<file path="src/rtl/stream_stat_mon.sv">
// Passive AXI-stream statistics monitor: per-channel transfer, stall, packet and longest-burst
// counters with sticky overflow flags, stretched activity indicators and one registered readout.
module stream_stat_mon #(
  parameter int N_CH        = 2,
  parameter int CNT_W       = 16,
  parameter bit SAT         = 1'b1,
  parameter int ACT_STRETCH = 5_000_000
) (
  input  logic             clk,
  input  logic             rst_n,
  input  logic [N_CH-1:0]  ch_vld,
  input  logic [N_CH-1:0]  ch_rdy,
  input  logic [N_CH-1:0]  ch_last,
  input  logic             clr,
  input  logic             freeze,
  input  logic [2:0]       sel_ch,
  input  logic [1:0]       sel_mode,
  output logic [CNT_W-1:0] stat_o,
  output logic [N_CH-1:0]  ovf,
  output logic [N_CH-1:0]  active
);

  localparam int SW = (ACT_STRETCH < 1) ? 1 : $clog2(ACT_STRETCH + 1);

  logic [2:0]       rst_sync;
  logic             run_en;
  logic             was_frozen;
  logic [N_CH-1:0]  xfer;
  logic [N_CH-1:0]  stall;

  logic [CNT_W-1:0] xfer_cnt  [N_CH];
  logic [CNT_W-1:0] stall_cnt [N_CH];
  logic [CNT_W-1:0] pkt_cnt   [N_CH];
  logic [CNT_W-1:0] burst_max [N_CH];
  logic [CNT_W-1:0] burst_cur [N_CH];

  logic [CNT_W-1:0] xfer_nxt  [N_CH];
  logic [CNT_W-1:0] stall_nxt [N_CH];
  logic [CNT_W-1:0] pkt_nxt   [N_CH];
  logic [CNT_W-1:0] bmax_nxt  [N_CH];
  logic [CNT_W-1:0] bcur_nxt  [N_CH];
  logic [N_CH-1:0]  ovf_nxt;

  logic [CNT_W:0]   tmp_x;
  logic [CNT_W:0]   tmp_s;
  logic [CNT_W:0]   tmp_p;
  logic [CNT_W:0]   tmp_b;
  logic [CNT_W-1:0] burst_base;
  logic [CNT_W-1:0] stat_sel;

  logic [SW-1:0]    stretch [N_CH];

  // Returns {overflow, next value}; at all-ones the counter either holds or wraps.
  function automatic logic [CNT_W:0] bump(input logic [CNT_W-1:0] v);
    if (&v) return {1'b1, (SAT ? v : {CNT_W{1'b0}})};
    return {1'b0, v + 1'b1};
  endfunction

  assign xfer   = ch_vld & ch_rdy;
  assign stall  = ch_vld & ~ch_rdy;
  assign run_en = rst_sync[2];

  // Release of the async reset is retimed; counting starts once the last stage is set.
  always_ff @(posedge clk or negedge rst_n) begin
    if (!rst_n) rst_sync <= 3'b000;
    else        rst_sync <= {rst_sync[1:0], 1'b1};
  end

  always_comb begin
    tmp_x      = '0;
    tmp_s      = '0;
    tmp_p      = '0;
    tmp_b      = '0;
    burst_base = '0;
    ovf_nxt    = ovf;
    for (int i = 0; i < N_CH; i++) begin
      xfer_nxt[i]  = xfer_cnt[i];
      stall_nxt[i] = stall_cnt[i];
      pkt_nxt[i]   = pkt_cnt[i];
      bmax_nxt[i]  = burst_max[i];
      bcur_nxt[i]  = burst_cur[i];
      if (clr) begin
        xfer_nxt[i]  = '0;
        stall_nxt[i] = '0;
        pkt_nxt[i]   = '0;
        bmax_nxt[i]  = '0;
        bcur_nxt[i]  = '0;
        ovf_nxt[i]   = 1'b0;
      end else if (!freeze && run_en) begin
        // A burst interrupted by freeze is not continued afterwards.
        burst_base = was_frozen ? '0 : burst_cur[i];
        if (xfer[i]) begin
          tmp_x       = bump(xfer_cnt[i]);
          xfer_nxt[i] = tmp_x[CNT_W-1:0];
          tmp_b       = bump(burst_base);
          bcur_nxt[i] = tmp_b[CNT_W-1:0];
          if (tmp_b[CNT_W-1:0] > burst_max[i]) bmax_nxt[i] = tmp_b[CNT_W-1:0];
          if (ch_last[i]) begin
            tmp_p      = bump(pkt_cnt[i]);
            pkt_nxt[i] = tmp_p[CNT_W-1:0];
          end
          if (tmp_x[CNT_W] || tmp_b[CNT_W] || (ch_last[i] && tmp_p[CNT_W])) ovf_nxt[i] = 1'b1;
        end else begin
          bcur_nxt[i] = '0;
          if (stall[i]) begin
            tmp_s        = bump(stall_cnt[i]);
            stall_nxt[i] = tmp_s[CNT_W-1:0];
            if (tmp_s[CNT_W]) ovf_nxt[i] = 1'b1;
          end
        end
      end
    end
  end

  always_ff @(posedge clk or negedge rst_n) begin
    if (!rst_n) begin
      for (int i = 0; i < N_CH; i++) begin
        xfer_cnt[i]  <= '0;
        stall_cnt[i] <= '0;
        pkt_cnt[i]   <= '0;
        burst_max[i] <= '0;
        burst_cur[i] <= '0;
      end
      ovf        <= '0;
      was_frozen <= 1'b0;
    end else begin
      for (int i = 0; i < N_CH; i++) begin
        xfer_cnt[i]  <= xfer_nxt[i];
        stall_cnt[i] <= stall_nxt[i];
        pkt_cnt[i]   <= pkt_nxt[i];
        burst_max[i] <= bmax_nxt[i];
        burst_cur[i] <= bcur_nxt[i];
      end
      ovf        <= ovf_nxt;
      was_frozen <= freeze & ~clr;
    end
  end

  // Activity stretch ignores freeze; only clr and reset cut it short.
  always_ff @(posedge clk or negedge rst_n) begin
    if (!rst_n) begin
      for (int i = 0; i < N_CH; i++) stretch[i] <= '0;
    end else begin
      for (int i = 0; i < N_CH; i++) begin
        if (clr)                        stretch[i] <= '0;
        else if (run_en && xfer[i])     stretch[i] <= SW'(ACT_STRETCH);
        else if (stretch[i] != '0)      stretch[i] <= stretch[i] - 1'b1;
      end
    end
  end

  always_comb begin
    active = '0;
    for (int i = 0; i < N_CH; i++) active[i] = |stretch[i];
  end

  always_comb begin
    stat_sel = '0;
    for (int i = 0; i < N_CH; i++) begin
      if (sel_ch == 3'(i)) begin
        case (sel_mode)
          2'b00:   stat_sel = xfer_cnt[i];
          2'b01:   stat_sel = stall_cnt[i];
          2'b10:   stat_sel = pkt_cnt[i];
          default: stat_sel = burst_max[i];
        endcase
      end
    end
  end

  always_ff @(posedge clk or negedge rst_n) begin
    if (!rst_n) stat_o <= '0;
    else        stat_o <= stat_sel;
  end

endmodule

</file>
<file path="config.mk">
export PLATFORM = sky130hd
export DESIGN_NAME = stream_stat_mon
export DESIGN_NICKNAME = d
export VERILOG_FILES = /design/src/rtl/stream_stat_mon.sv
export SDC_FILE = /design/constraint.sdc
export NUM_CORES = 1
export LEC_CHECK = 0
export ABC_AREA = 1
export CORE_MARGIN = 5
export CORE_UTILIZATION = 46
export CTS_CLUSTER_SIZE = 14
export DETAILED_ROUTE_END_ITERATION = 8
export PLACE_DENSITY = 0.69
export SYNTH_ARGS = -nofsm -noshare
export SYNTH_HDL_FRONTEND = slang
export SYNTH_SLANG_ARGS = --single-unit
</file>
<file path="constraint.sdc">
create_clock -name clk -period 3.5 [get_ports clk]
set_input_delay 1.05 -clock clk [delete_from_list [all_inputs] [get_ports clk]]
set_output_delay 1.05 -clock clk [all_outputs]
set_load 0.03 [all_outputs]
</file>
==> impl_metrics.json <==
{
  "status": "finished, final reports clean",
  "period_share": 0.9327,
  "r2r-end": "burst_max[1]",
  "syn-instance-count": 2089,
  "whs_path_depth": 0,
  "netlist_area_sq_um": 14790,
  "pre_cts_ws_ns": -0.1203,
  "cts_max_level": 1,
  "start_util": 0.4674,
  "drc_errors": 0,
  "power_density_nw_per_um2": 480.7,
  "ys_types": 51,
  "die_h_um": 189.3,
  "fmax_mhz": 306.3,
  "synth.avg_cell_area_sq_um": 7.078,
  "worstPathRequired_ns": 2.45,
  "grt_max_degree": 69,
  "synth_enable_flop_cells": 0,
  "slew_viol_final": 0,
  "finish.utilization": 0.5319,
  "first_pass_iters": 6,
  "ys_seq_elements": 228,
  "async_reset_ff_frac": 1.000,
  "worstMarginPinSlew_ns": 0.6109,
  "io_pins": 35,
  "path_class": "flip-flop to output port",
  "ys.flop_type": "dfrtp_1",
  "synth.largest_area_cell": "dfrtp_1",
  "synthTopCellsByArea": "dfrtp_1 39%, nand2_1 13%, inv_1 6.8%",
  "avgViaCountPerCell": 5.595,
  "fp-row-count": 65,
  "drtIter0Drc": 1254,
  "crit_path_end_kind": "output port",
  "tritoncts": "done",
  "reg2reg_slack_ns": 0.26,
  "place_area_sq_um": 15730,
  "gp_congestion": 1.016,
  "die_area_sq_um": 35830,
  "design_area_sq_um": 16830,
  "fin_ws_ns": 0.2354,
  "cts_buffers": 28,
  "ir_drop_v": 0.0006472,
  "clk_pin_slew_ns": 0.06,
  "wl_mm": 43.15,
  "stdcell_count": 2567,
  "drive_gt1_frac": 0.08591,
  "core_region_area_sq_um": 31640,
  "n_antenna_cell": 0,
  "track_usage": 0.2353,
  "cts-hold-fix-buffers": 0,
  "max_slew_margin": 0.5900,
  "areaGrowthSynthToFinish_pct": 13.82,
  "syn_nets": 2146,
  "p_leak_nw": 7.900,
  "reg2reg_from": "was_frozen",
  "setup_viol": 0,
  "portBuffers": 34,
  "max-cap-violations": 0,
  "min_path_type": "flip-flop to flip-flop",
  "synth_top_area_frac": 0.3859,
  "antenna_found_initial": 0,
  "worstHoldStart": "rst_sync[1]",
  "wl_per_cell_um": 16.81,
  "layout_min_cycle_time_ns": 3.265,
  "nets": 2200,
  "num_vias": 14363,
  "dp_hpwl_mm": 32.21,
  "clk_path_buf_depth": 3,
  "finClkSkew_ns": 0.01393,
  "clkLatencyLatePin_ns": 0.56,
  "min_to": "rst_sync[2]",
  "grt-ovfl-total": 0,
  "cts.sinks": 228,
  "yosysWarningCount": 0,
  "root_buffer": "clkbuf_16",
  "nFillCells": 3010,
  "placedCellCount": 2509,
  "ys_seq_area_frac": 0.3859,
  "ant_nets": 0,
  "grt_pass1_wl_mm": 69.97,
  "hold_viol_final": 0,
  "finalSetupTns_ns": 0,
  "crit_fanout": 5,
  "grt_pass1_vias": 13339,
  "arrival_ns": 2.21,
  "fp.dieW_um": 189.3,
  "worstSetupStartpointType": "flip-flop",
  "reg2regPathDepth": 20
}
[critical path: stages (launching register included)]
cell	delay [ns]
dfrtp_1	0.35
inv_1	0.11
ha_1	0.26
nand2_1	0.15
nor3_2	0.15
nand2_1	0.11
nor3_1	0.14
inv_1	0.05
dlygate4sd2_1	0.35
[how the worst max path moves through the flow]
stage	start	to	slack, ns
floorplan	was_frozen	burst_max[10]	0.33
global placement	was_frozen	burst_max[21]	0.04
detailed placement	was_frozen	burst_max[25]	-0.12
CTS	stretch[0]	active[1]	0.02
global route	was_frozen	burst_max[6]	-0.03
finish	stretch[23]	active[0]	0.24
[cells by family after synthesis]
kind of cell / synth area share
other cells: 0.0002536
buf+inv: 0.09249
compound gates: 0.1236
simple gates: 0.3279
flops: 0.3859
fa+ha+maj: 0.03554
xor+xnor: 0.03436
[layer usage]
| layer | track usage | up-vias | part of all wire |
|---|---|---|---|
| li1 | - | 6996 | - |
| met1 | 0.3492 | 6740 | 0.46 |
| met2 | 0.3637 | 554 | 0.44 |
| met3 | 0.02655 | 73 | 0.062 |
| met4 | 0.07067 | 0 | 0.031 |
| met5 | 0 | - | 0 |
[state kept, by name (all words and copies together) (netlist names)]
register,cells
burst_cur,32
stall_cnt,32
xfer_cnt,32
rst_sync,3
was_frozen,1
ovf,2
stat_o,16
pkt_cnt,32
stretch,46
burst_max,32
[cell usage after synthesis, types with 31 or more instances]
master   count
a21oi_1     99
nor2_1     232
nand3_1    141
nor3_1      65
xor2_1      49
nand4_1     69
nand2_1    520
inv_1      266
o21ai_0    125
ha_1        42
o22ai_1     31
dfrtp_1    228
[layout make-up]
type | instances | area (sq um) | area share
Tap cell | 402 | 503.0 | 0.02989
Multi-Input combinational cell | 1525 | 7815 | 0.4644
Timing Repair Buffer | 80 | 787.0 | 0.04677
Clock buffer | 41 | 839.6 | 0.04989
Clock inverter | 11 | 121.4 | 0.007212
Inverter | 280 | 1056 | 0.06275
Sequential cell | 228 | 5707 | 0.3391
[repair_timing]
item	in CTS	in global routing
resized for setup	6	25
endpoints found under the setup margin	31	34
buffers inserted	0	5
cloned	0	1
pin swaps	0	4
[power breakdown]
| part | switching, mW | leakage (nW) | internal (mW) | total [mW] |
|---|---|---|---|---|
| Sequential | 0.229 | 3.13 | 2.86 | 3.09 |
| Clock | 1.19 | 0.473 | 1.80 | 2.99 |
| Combinational | 1.35 | 4.30 | 0.659 | 2.01 |
[cells in the final DEF (no fill, tap or decap), drive strengths merged, types with 11 or more instances in the layout]
master,n
nand2,540
inv,275
nor2,250
dfrtp,228
nand3,147
o21ai,143
a21oi,100
nand4,70
nor3,68
xor2,49
buf,48
ha,42
clkbuf,42
o22ai,32
clkdlybuf4s50,30
a221oi,16
clkinv,12
nand3b,11
[per-stage QoR]
stage | hold WS, ns | total power, mW
2_1_floorplan | 0.3312 | 4.531
3_3_place_gp | 0.3331 | 5.028
3_5_place_dp | 0.3365 | 5.058
4_1_cts | 0.3495 | 8.081
5_1_grt | 0.3591 | 8.563
6_report | 0.3461 | 8.089
Note: power is estimated with default switching activity, not from simulation.
==> patch (same flow settings) <==
`SAT`: 1'b1 -> 1'b0.
--- a/src/rtl/stream_stat_mon.sv
+++ b/src/rtl/stream_stat_mon.sv
@@ -3,7 +3,7 @@
 module stream_stat_mon #(
   parameter int N_CH        = 2,
   parameter int CNT_W       = 16,
-  parameter bit SAT         = 1'b1,
+  parameter bit SAT         = 1'b0,
   parameter int ACT_STRETCH = 5_000_000
 ) (
   input  logic             clk,
Check against the original RTL: not settled (the Yosys comparison gave no result); the edit may change what the design does.
==> patch against the unedited design <==
  * Die area fell by 2.9%
  * Sequential cell count stayed put
  * Clock skew is 0.0035 ns lower
  * Routed wire length decreased by 8.0%
  * Synthesized cell count decreased by 5.3%
  * Cell area down 4.5%
  * Power rose by 4.5%
  * Worst setup slack got worse by 0.072 ns
  * Synthesized area decreased by 3.1%
  * Highest routed layer unchanged
==> patch: results <==
[outcome]
status = finished clean

[route]
drt_iter0_drc = 1220
dr_wl_met3_um = 2100
viasPerCell = 5.55
first_pass_iters = 5
drt_wl_total_um = 39700
met1_length_um = 17500
wl_met2_um = 18800

[global_routing]
grt_max_degree = 82
use_met2_pct = 36.5
grt_pass1_wl_um = 65600
grt_pass1_vias = 13196
use_met3_pct = 2.63
met1_usage_pct = 30.7
grt_usage_pct = 22.2

[setup_path]
cp.arrival_ns = 2.29
critPathMaxFanout = 4

[cells_and_area]
final_nets = 2078
drive_gt1_share_pct = 7.85

[timing]
skew_ns = 0.0104
setup_violations = 0
worstMarginPinSlew_ns = 0.659

[logic_synthesis]
syn_nets = 2036
synth.avg_cell_area_um2 = 7.24
ys_seq_area_share_pct = 39.8
yosys-top-cells-count = nand2_1, inv_1, nor2_1, dfrtp_1, nand3_1
synth_area_leaders = dfrtp_1, nand2_1, inv_1
ys_types = 55

[placement]
gp_congestion = 0.949
dp_slack_ns = 0.180
dpl_cell_area_um2 = 15200
dp_hpwl_um = 29800

[pwr]
swShare_pct = 35.5
leakage_nw = 7.61
ir_drop_mv = 0.380
powerClk_mw = 2.80
power_mw = 8.45
comb_power_share_pct = 28.6

[cts]
clk_pin_slew_ns = 0.06
numCtsBuffers = 26
cts_max_level = 1
clock_latency_ns = 0.53
cts_resized = 3
==> patch: logic make-up (layout without fill, tap and decap cells) <==
group / after synthesis / after routing / share of synthesized area (%)
flip-flops: 228 / 228 / 39.8
buffers and inverters: 337 / 397 / 9.47
adder cells (fa/ha/maj): 42 / 42 / 3.67
XOR/XNOR: 41 / 41 / 2.51
AO/OA/AOI/OAI: 301 / 301 / 12.2
AND/OR/NAND/NOR: 1029 / 1029 / 32.3
other: 1 / 1 / 0.0262
==> patch: area by class of cell <==
cell class	instances	area (um^2)
multi-input cells	1414	7300
flip-flops and latches	228	5710
repair buffers	60	596
clock buffers	36	739
fillers	2917	14600
clock inverters	10	128
inverters	291	1100
well taps	396	495
==> patch: path summary, 6_finish.rpt <==
check                                        from                         to  slack [ns]  depth (start not counted)
setup / recovery           stretch[0]$_DFFE_PN0P_                  active[1]        0.16                          8
hold / removal              rst_sync[1]$_DFF_PN0_      rst_sync[2]$_DFF_PN0_        0.37                          0
setup reg to reg             was_frozen$_DFF_PN0_   burst_max[8]$_DFFE_PN0P_        0.34                         21
hold reg to reg             rst_sync[1]$_DFF_PN0_      rst_sync[2]$_DFF_PN0_        0.37                          0
max in group asynchronous                   rst_n  burst_cur[19]$_DFFE_PN0P_        2.27                          2
min in group asynchronous                   rst_n  stall_cnt[20]$_DFFE_PN0P_        0.50                          1
==> patch: worst max-delay path: stages, from the launching register on <==
cell and delay (ns):
dfrtp_1 0.35, inv_1 0.11, ha_2 0.23, nand3_2 0.14, nor2_4 0.14, nand3b_1 0.12, nor2_2 0.18, inv_1 0.11
dlygate4sd2_1 0.37
==> patch: metrics by stage <==
stage / util (%) / std cells
final: 52.4 / 2435
after global routing: 52.4 / 2435
after CTS: 52.3 / 2435
after detailed placement: 49.4 / 2389
after global placement: 49.4 / 2389
after floorplan: - / 1979
